File: config.mk
export PLATFORM = sky130hd
export DESIGN_NAME = rx_mf_slicer
export DESIGN_NICKNAME = d
export VERILOG_FILES = /design/src/rtl/rx_mf_slicer.sv
export SDC_FILE = /design/constraint.sdc
export NUM_CORES = 1
export LEC_CHECK = 0
export BUFFER_PORTS_ARGS = -buffer_cell sky130_fd_sc_hd__buf_2
export CAP_MARGIN = 20
export CORE_UTILIZATION = 50
export CTS_CLUSTER_SIZE = 14
export DETAILED_ROUTE_END_ITERATION = 8
export HOLD_SLACK_MARGIN = 0.12
export PLACE_DENSITY = 0.67
export RECOVER_POWER = 50
export SETUP_SLACK_MARGIN = 0.4
export SLEW_MARGIN = 25
export SYNTH_ARGS = -nofsm -noshare
export SYNTH_HDL_FRONTEND = slang
export SYNTH_HIERARCHICAL = 1
export SYNTH_SLANG_ARGS = --single-unit
export TNS_END_PERCENT = 30
File: constraint.sdc
create_clock -name clk -period 10.6 [get_ports clk]
set_input_delay 1.06 -clock clk [delete_from_list [all_inputs] [get_ports clk]]
set_output_delay 1.06 -clock clk [all_outputs]
set_load 0.01 [all_outputs]
File: src/rtl/rx_mf_slicer.sv
// rx_mf_slicer: QPSK receive matched filter, symbol decimator and hard-decision
// slicer for one rail (I or Q). Uses the 24-tap RRC set of the transmit shaper.
//
// Ports:
//   clk, rst        clock; asynchronous active-high reset
//   enable          sample strobe, one sample per cycle with enable=1
//   i_rx[7:0]       signed input sample S(8,7)
//   i_phase[1:0]    decimation phase select, sampled on enable edges
//   o_filt[7:0]     registered, saturated filter output S(8,7), one-enable latency
//   o_bit           hard decision (acc >= 0 -> 1)
//   o_valid         one-cycle pulse when o_bit is updated
// Optional (`define RX_ERRCNT_EN):
//   i_ref           reference bit compared against each decision
//   i_clr           synchronous clear of the error counter (wins over increment)
//   o_err_cnt[15:0] saturating decision-error counter

// One tap: full-precision signed product, sign-extended to the accumulator width.
module rx_mf_tap #(
  parameter int DW = 8,
  parameter int AW = 20,
  parameter logic [DW-1:0] COEF = '0
) (
  input  logic [DW-1:0] smp,
  output logic [AW-1:0] prod
);
  logic signed [2*DW-1:0] p;
  assign p    = $signed(smp) * $signed(COEF);
  assign prod = {{(AW-2*DW){p[2*DW-1]}}, p};
endmodule

module rx_mf_slicer #(
  parameter int NTAPS = 24,
  parameter int OS    = 4,
  parameter int DW    = 8,
  parameter int AW    = 20
) (
  input  logic          clk,
  input  logic          rst,
  input  logic          enable,
  input  logic [DW-1:0] i_rx,
  input  logic [1:0]    i_phase,
`ifdef RX_ERRCNT_EN
  input  logic          i_ref,
  input  logic          i_clr,
  output logic [15:0]   o_err_cnt,
`endif
  output logic [DW-1:0] o_filt,
  output logic          o_bit,
  output logic          o_valid
);
  // Coefficient table, tap 23 in the top byte down to tap 0 in the bottom byte.
  localparam logic [24*8-1:0] COEF_TBL =
    192'hFEFF0002_00FBF5F9_0A253E48_3E250AF9_F5FB0002_00FFFE00;
  localparam logic signed [AW-1:0] YMAX = AW'(127);
  localparam logic signed [AW-1:0] YMIN = -AW'(128);

  logic [NTAPS-1:0][DW-1:0] sbuf;   // sbuf[0] is the newest sample
  logic [NTAPS-1:0][AW-1:0] prod;
  logic signed [AW-1:0]     acc, y;
  logic [DW-1:0]            sat;
  logic [1:0]               phase_cnt;
  logic                     d, hit;

  for (genvar k = 0; k < NTAPS; k++) begin : g_tap
    rx_mf_tap #(.DW(DW), .AW(AW), .COEF(COEF_TBL[k*8 +: 8])) u_tap (
      .smp (sbuf[k]),
      .prod(prod[k])
    );
  end

  // |acc| <= 128*346, comfortably inside AW bits, so plain wrap-free summing.
  always_comb begin
    acc = '0;
    for (int k = 0; k < NTAPS; k++) acc = acc + $signed(prod[k]);
  end

  assign y = acc >>> 7;
  always_comb begin
    sat = y[DW-1:0];
    if (y > YMAX)      sat = 8'h7F;
    else if (y < YMIN) sat = 8'h80;
  end

  assign d   = ~acc[AW-1];                        // zero slices to 1
  assign hit = enable && (phase_cnt == i_phase);

  always_ff @(posedge clk or posedge rst) begin
    if (rst) begin
      sbuf      <= '0;
      phase_cnt <= '0;
      o_filt    <= '0;
      o_bit     <= 1'b0;
      o_valid   <= 1'b0;
    end else begin
      o_valid <= hit;
      if (enable) begin
        o_filt    <= sat;                         // from the pre-shift buffer
        sbuf      <= {sbuf[NTAPS-2:0], i_rx};
        phase_cnt <= phase_cnt + 2'd1;
        if (hit) o_bit <= d;
      end
    end
  end

`ifdef RX_ERRCNT_EN
  always_ff @(posedge clk or posedge rst) begin
    if (rst)                                        o_err_cnt <= '0;
    else if (i_clr)                                 o_err_cnt <= '0;
    else if (hit && (d != i_ref) && ~&o_err_cnt)   o_err_cnt <= o_err_cnt + 16'd1;
  end
`endif

endmodule

==> results of run 1 <==
==> layer usage <==
metal	global-route usage	up-vias	wire (µm)
met5	0	-	0
met4	0.05855	0	1766
met3	0.03338	88	2578
met2	0.3581	238	30240
met1	0.2759	9147	27060
li1	-	8420	-
==> worst max-delay path: cells and delay by family, from the launching register on <==
| family | cells | cell delay, ns |
|---|---|---|
| adders and majority gates | 12 | 5.79 |
| AOI/OAI and AO/OA | 8 | 1.27 |
| and+or+nand+nor | 3 | 0.82 |
| buffers and inverters | 11 | 0.73 |
| DFF | 1 | 0.60 |
| xor gates and xnor gates | 1 | 0.18 |
==> flip-flops by register name, summed over array words and instances (netlist names) <==
register	cells
phase_cnt	2
o_valid	1
o_bit	1
sbuf	192
o_filt	8
==> how the worst min path moves through the flow <==
stage	from	endpoint	cells past startpoint
after detailed placement	o_bit$_DFFE_PP0P_	o_bit$_DFFE_PP0P_	2
after floorplan	phase_cnt[1]$_DFFE_PP0P_	phase_cnt[1]$_DFFE_PP0P_	1
after global placement	o_bit$_DFFE_PP0P_	o_bit$_DFFE_PP0P_	2
final	o_bit$_DFFE_PP0P_	o_bit$_DFFE_PP0P_	2
after CTS	o_bit$_DFFE_PP0P_	o_bit$_DFFE_PP0P_	2
after global routing	phase_cnt[1]$_DFFE_PP0P_	phase_cnt[1]$_DFFE_PP0P_	1
==> metrics by stage <==
step,instance area [µm²],instances
final,31090,3605
after global routing,31090,3605
after CTS,31100,3605
after detailed placement,30170,3558
after global placement,30170,3558
after floorplan,31130,3043
==> kinds of logic (layout without fill, tap and decap cells) <==
logic type / after synthesis / after routing / share of synthesized area
other cells: 14 / 111 / 0.001708
mux: 214 / 214 / 0.07797
flops: 204 / 204 / 0.1659
simple gates: 233 / 233 / 0.04079
xor+xnor: 196 / 196 / 0.05605
compound gates: 249 / 249 / 0.05641
buf+inv: 1042 / 822 / 0.1611
fa+ha+maj: 794 / 794 / 0.4401
==> cells in the final DEF (no fill, tap or decap), types with 26 or more instances in the layout <==
cell type,count
nor2_1,64
clkbuf_16,26
mux2_2,205
xor2_1,53
o21ai_0,28
dfrtp_1,204
a21oi_1,86
nand3_1,27
nand2_1,58
xnor2_1,141
ha_1,314
inv_1,736
fa_1,480
conb_1,111
==> final cells by class <==
type / instances / area [µm²] / share of cell area
Multi-Input combinational cell: 1797 / 21080 / 0.6780
Sequential cell: 204 / 5105 / 0.1642
Inverter: 737 / 2768 / 0.08903
Tap cell: 782 / 978.4 / 0.03148
Clock buffer: 33 / 706.9 / 0.02274
Timing Repair Buffer: 38 / 236.5 / 0.007607
Clock inverter: 14 / 216.5 / 0.006963
==> impl_metrics.yaml, run 1 <==
status:
  status: "complete, but fails checks"
  violations: "max-capacitance violations, max-slew violations"
global_route:
  grt_pass1_vias: 19841
  antenna_found_initial: 0
  grt_max_degree: 101
  grt_pass1_wl_mm: 103.4
  overflow: 0
  grtUsageTotal: 0.2098
placement:
  gp_congestion: 0.9259
  dp_slack_ns: 1.024
  io_buffer_count: 22
  hpwl_mm: 52.35
clocking:
  post_cts_buffers: 0
  htree_levels: 1
  cts.clk_slew.worst_paths_ns: 0.06
  clockBufferDepth: 3
  worst_skew_pair.late_latency_ns: 0.58
  cts_tree: "built"
  clock-sinks: 204
  ctsResizeCount: 0
  ctsHoldBuffers: 0
  cts_root_buffer: "clkbuf_16"
  numCtsBuffers: 26
yosys:
  ys_top_cells_by_area: "fa_1, dfrtp_1, ha_1"
  netlist_area_um2: 30760
  synthArstFlopShare: 1.000
  syn_area_per_cell_um2: 10.44
  ys_seq_elements: 204
  yosysSeqAreaShare: 0.1659
  yosys_most_used_dff: "dfrtp_1"
  yosys_warnings: 6
  netlist.area_leader.share: 0.3124
  synthCells: 2946
  synth_common_cells: "inv_1, fa_1, ha_1, buf_4, mux2_2"
  synth.most_common_cell: "inv_1"
  synth_edf_count: 0
  ys_types: 68
  synth_top_area_cell: "fa_1"
drt:
  ant_nets: 0
  drc: 0
  routed-via-count: 17893
  routed_wl_mm: 61.65
  wl_per_cell_um: 17.10
  first_pass_iters: 5
  drt_iter0_markers: 935
  via_per_inst: 4.963
timing:
  fin_setup_tns_ns: 0
  worst_slack_ns: 1.027
  slew_violations: 141
  finClkSkew_ns: 0.03220
  setup_viol: 0
  rsz0062_at_grt: "false"
  tightest_slew_ns: 3.897
  timing.final.crit_share: 0.9031
  slew_headroom: -1.613
  hold_violations: 0
  whs_ns: 0.4854
  max_freq_ghz: 0.1045
  fin_crit_ns: 9.573
die:
  die_h_um: 250.0
  die_w_um: 250.0
  rows: 90
  fp.dieArea_um2: 62520
  io_pins: 23
  core_um2: 60580
  start_util: 0.5078
worst_setup_path:
  crit_type: "register to register"
  crit_fanout: 11
  r2r_end: "o_filt[5]$_DFFE_PP0P_"
  cp-start-kind: "register"
  r2r_start: "sbuf[111]$_DFFE_PP0P_"
  rrSetupSlack_ns: 1.03
  cp-startpoint: "sbuf[111]$_DFFE_PP0P_"
  crit_path_end: "o_filt[5]$_DFFE_PP0P_"
  critPathSlowestCell: "dfrtp_1"
  critPathMaxStageDelay_ns: 0.60
  worstSetupEndpointType: "register"
  reg2reg_depth: 35
  cp.required_ns: 11.02
  arrival_ns: 9.99
final_layout:
  area_delta_synth_final_pct: 1.049
  n_antenna_cell: 0
  fin_nets: 3611
  drive_above_1_share: 0.1240
  final_core_util: 0.5131
  fill_cells: 5369
run:
  cap_violations: 2
hold_path:
  min_path_type: "register to register"
Power of run 1 is left out: the tool's default activity adds up to more than one toggle a clock period on the data nets, which glitch-free logic cannot reach.
==> run 2: changes to the inputs <==
--- a/config.mk
+++ b/config.mk
@@ -7,11 +7,13 @@
 export LEC_CHECK = 0
 export BUFFER_PORTS_ARGS = -buffer_cell sky130_fd_sc_hd__buf_2
 export CAP_MARGIN = 20
+export CELL_PAD_IN_SITES_DETAIL_PLACEMENT = 0
+export CELL_PAD_IN_SITES_GLOBAL_PLACEMENT = 1
 export CORE_UTILIZATION = 50
 export CTS_CLUSTER_SIZE = 14
 export DETAILED_ROUTE_END_ITERATION = 8
 export HOLD_SLACK_MARGIN = 0.12
-export PLACE_DENSITY = 0.67
+export PLACE_DENSITY = 0.8
 export RECOVER_POWER = 50
 export SETUP_SLACK_MARGIN = 0.4
 export SLEW_MARGIN = 25
==> run 2 against run 1 <==
The run still ends with max-capacitance violations, max-slew violations left. Critical path depth grew 1. Routed wire length grew 0.37%. Core utilization shrank 0.080 points. Clock skew shrank 0.012 ns. First-iteration DRC count shrank 5.1%. Cell count is the same. Cell area shrank 0.16%. Sequential share of layout area is essentially flat. Hold slack gained 0.0068 ns. Critical endpoint is now o_filt[6]$_DFFE_PP0P_.
==> impl_metrics.yaml, run 2 (synthesized netlist as in run 1, its figures left out) <==
final_layout:
  n_antenna_cell: 0
  final_cell_mix: "inv_1, fa_1, ha_1"
  final_common_cell: "inv_1"
  area_delta_synth_final_pct: 0.8908
  fin_nets: 3612
  largest_register_ffs: 192
  regMostFlops: "sbuf"
  drive_above_1_share: 0.1236
  top_regs: "sbuf: 192 flops, o_filt: 8 flops, phase_cnt: 2 flops"
drt:
  routed_wl_mm: 61.88
  routed-via-count: 17830
  wl_per_cell_um: 17.16
  first_pass_iters: 6
  via_per_inst: 4.946
  drc: 0
  drt_iter0_markers: 887
  ant_nets: 0
global_route:
  grt_max_degree: 106
  top_usage_layer: "met2"
  antenna_found_initial: 0
  grtUsageMet3: 0.03348
  grt_use_met2: 0.3600
  overflow: 0
  grtUsageTotal: 0.2109
  grt_pass1_vias: 19421
  grt_pass1_wl_mm: 103.3
  grtUsageMet1: 0.2797
worst_setup_path:
  cp.required_ns: 10.86
  critPathMaxStageDelay_ns: 0.57
  critPathSlowestCell: "dfrtp_1"
  arrival_ns: 9.97
  crit_type: "register to register"
  cp-start-kind: "register"
  crit_fanout: 9
  worstSetupEndpointType: "register"
die:
  fp.dieArea_um2: 62520
  die_w_um: 250.0
  core_um2: 60580
  die_h_um: 250.0
  rows: 90
  io_pins: 23
  start_util: 0.5078
placement:
  io_buffer_count: 22
  gp_congestion: 0.9233
  hpwl_mm: 52.44
clocking:
  post_cts_buffers: 0
  worst_skew_pair.late_latency_ns: 0.59
  clock-sinks: 204
  cts.clk_slew.worst_paths_ns: 0.07
  htree_levels: 1
  cts_root_buffer: "clkbuf_16"
  clockBufferDepth: 3
  cts_tree: "built"
  ctsHoldBuffers: 0
  numCtsBuffers: 27
  ctsResizeCount: 0
status:
  violations: "max-capacitance violations, max-slew violations"
  status: "complete, but fails checks"
timing:
  max_freq_ghz: 0.1029
  slew_violations: 281
  hold_violations: 0
  fin_crit_ns: 9.715
  setup_viol: 0
  finClkSkew_ns: 0.02044
  fin_setup_tns_ns: 0
  slew_headroom: -2.166
  tightest_slew_ns: 4.722
  timing.final.crit_share: 0.9165
  rsz0062_at_grt: "false"
hold_path:
  min_path_type: "register to register"
run:
  cap_violations: 4
[run 2: worst max-delay path, delay by kind of cell, from the launching register on]
family,cells,cell delay (ns)
AOI/OAI and AO/OA,8,1.17
DFF,1,0.57
adders and majority gates,12,5.76
buffers and inverters,11,0.69
xor gates and xnor gates,1,0.18
and+or+nand+nor,4,1.00
[run 2: through the flow]
stage	instance area [µm²]	instances	hold WS, ns	utilization	worst slack (ns)
after floorplan	31130	3043	0.4653	-	1.243
after global placement	30170	3558	0.4727	0.4980	1.127
final	31040	3605	0.4922	0.5123	0.8855
after detailed placement	30170	3558	0.4892	0.4980	1.042
after global routing	31040	3605	0.5134	0.5123	0.2907
after CTS	31060	3605	0.4872	0.5127	1.043
[run 2: final cells by class]
class,count,area (µm²)
fill,5438,29550
multi-input combinational,1797,21080
sequential,204,5105
inverter,737,2768
tap,782,978.4
clock buffer,34,742.0
timing repair buffer,38,225.2
clock inverter,13,143.9
[run 2: worst paths after layout]
path / startpoint / end / slack (ns) / cells past startpoint
max in group asynchronous: rst / sbuf[91]$_DFFE_PP0P_ / 4.45 / 3
worst max-delay path: sbuf[109]$_DFFE_PP0P_ / o_filt[6]$_DFFE_PP0P_ / 0.89 / 36
worst min register to register: sbuf[31]$_DFFE_PP0P_ / sbuf[39]$_DFFE_PP0P_ / 0.49 / 1
min in group asynchronous: rst / sbuf[153]$_DFFE_PP0P_ / 1.92 / 2
worst min-delay path: sbuf[31]$_DFFE_PP0P_ / sbuf[39]$_DFFE_PP0P_ / 0.49 / 1
worst max register to register: sbuf[109]$_DFFE_PP0P_ / o_filt[6]$_DFFE_PP0P_ / 0.89 / 36
[run 2: per-layer routing]
layer  wire length [µm]  vias to the layer above  share of wire
met1              27160                     9032           0.44
met3               2767                       78          0.045
met2              30250                      282           0.49
met5                  0                        -              0
met4               1707                        0          0.028
li1                   -                     8438              -
Power of run 2 is left out for the same reason.
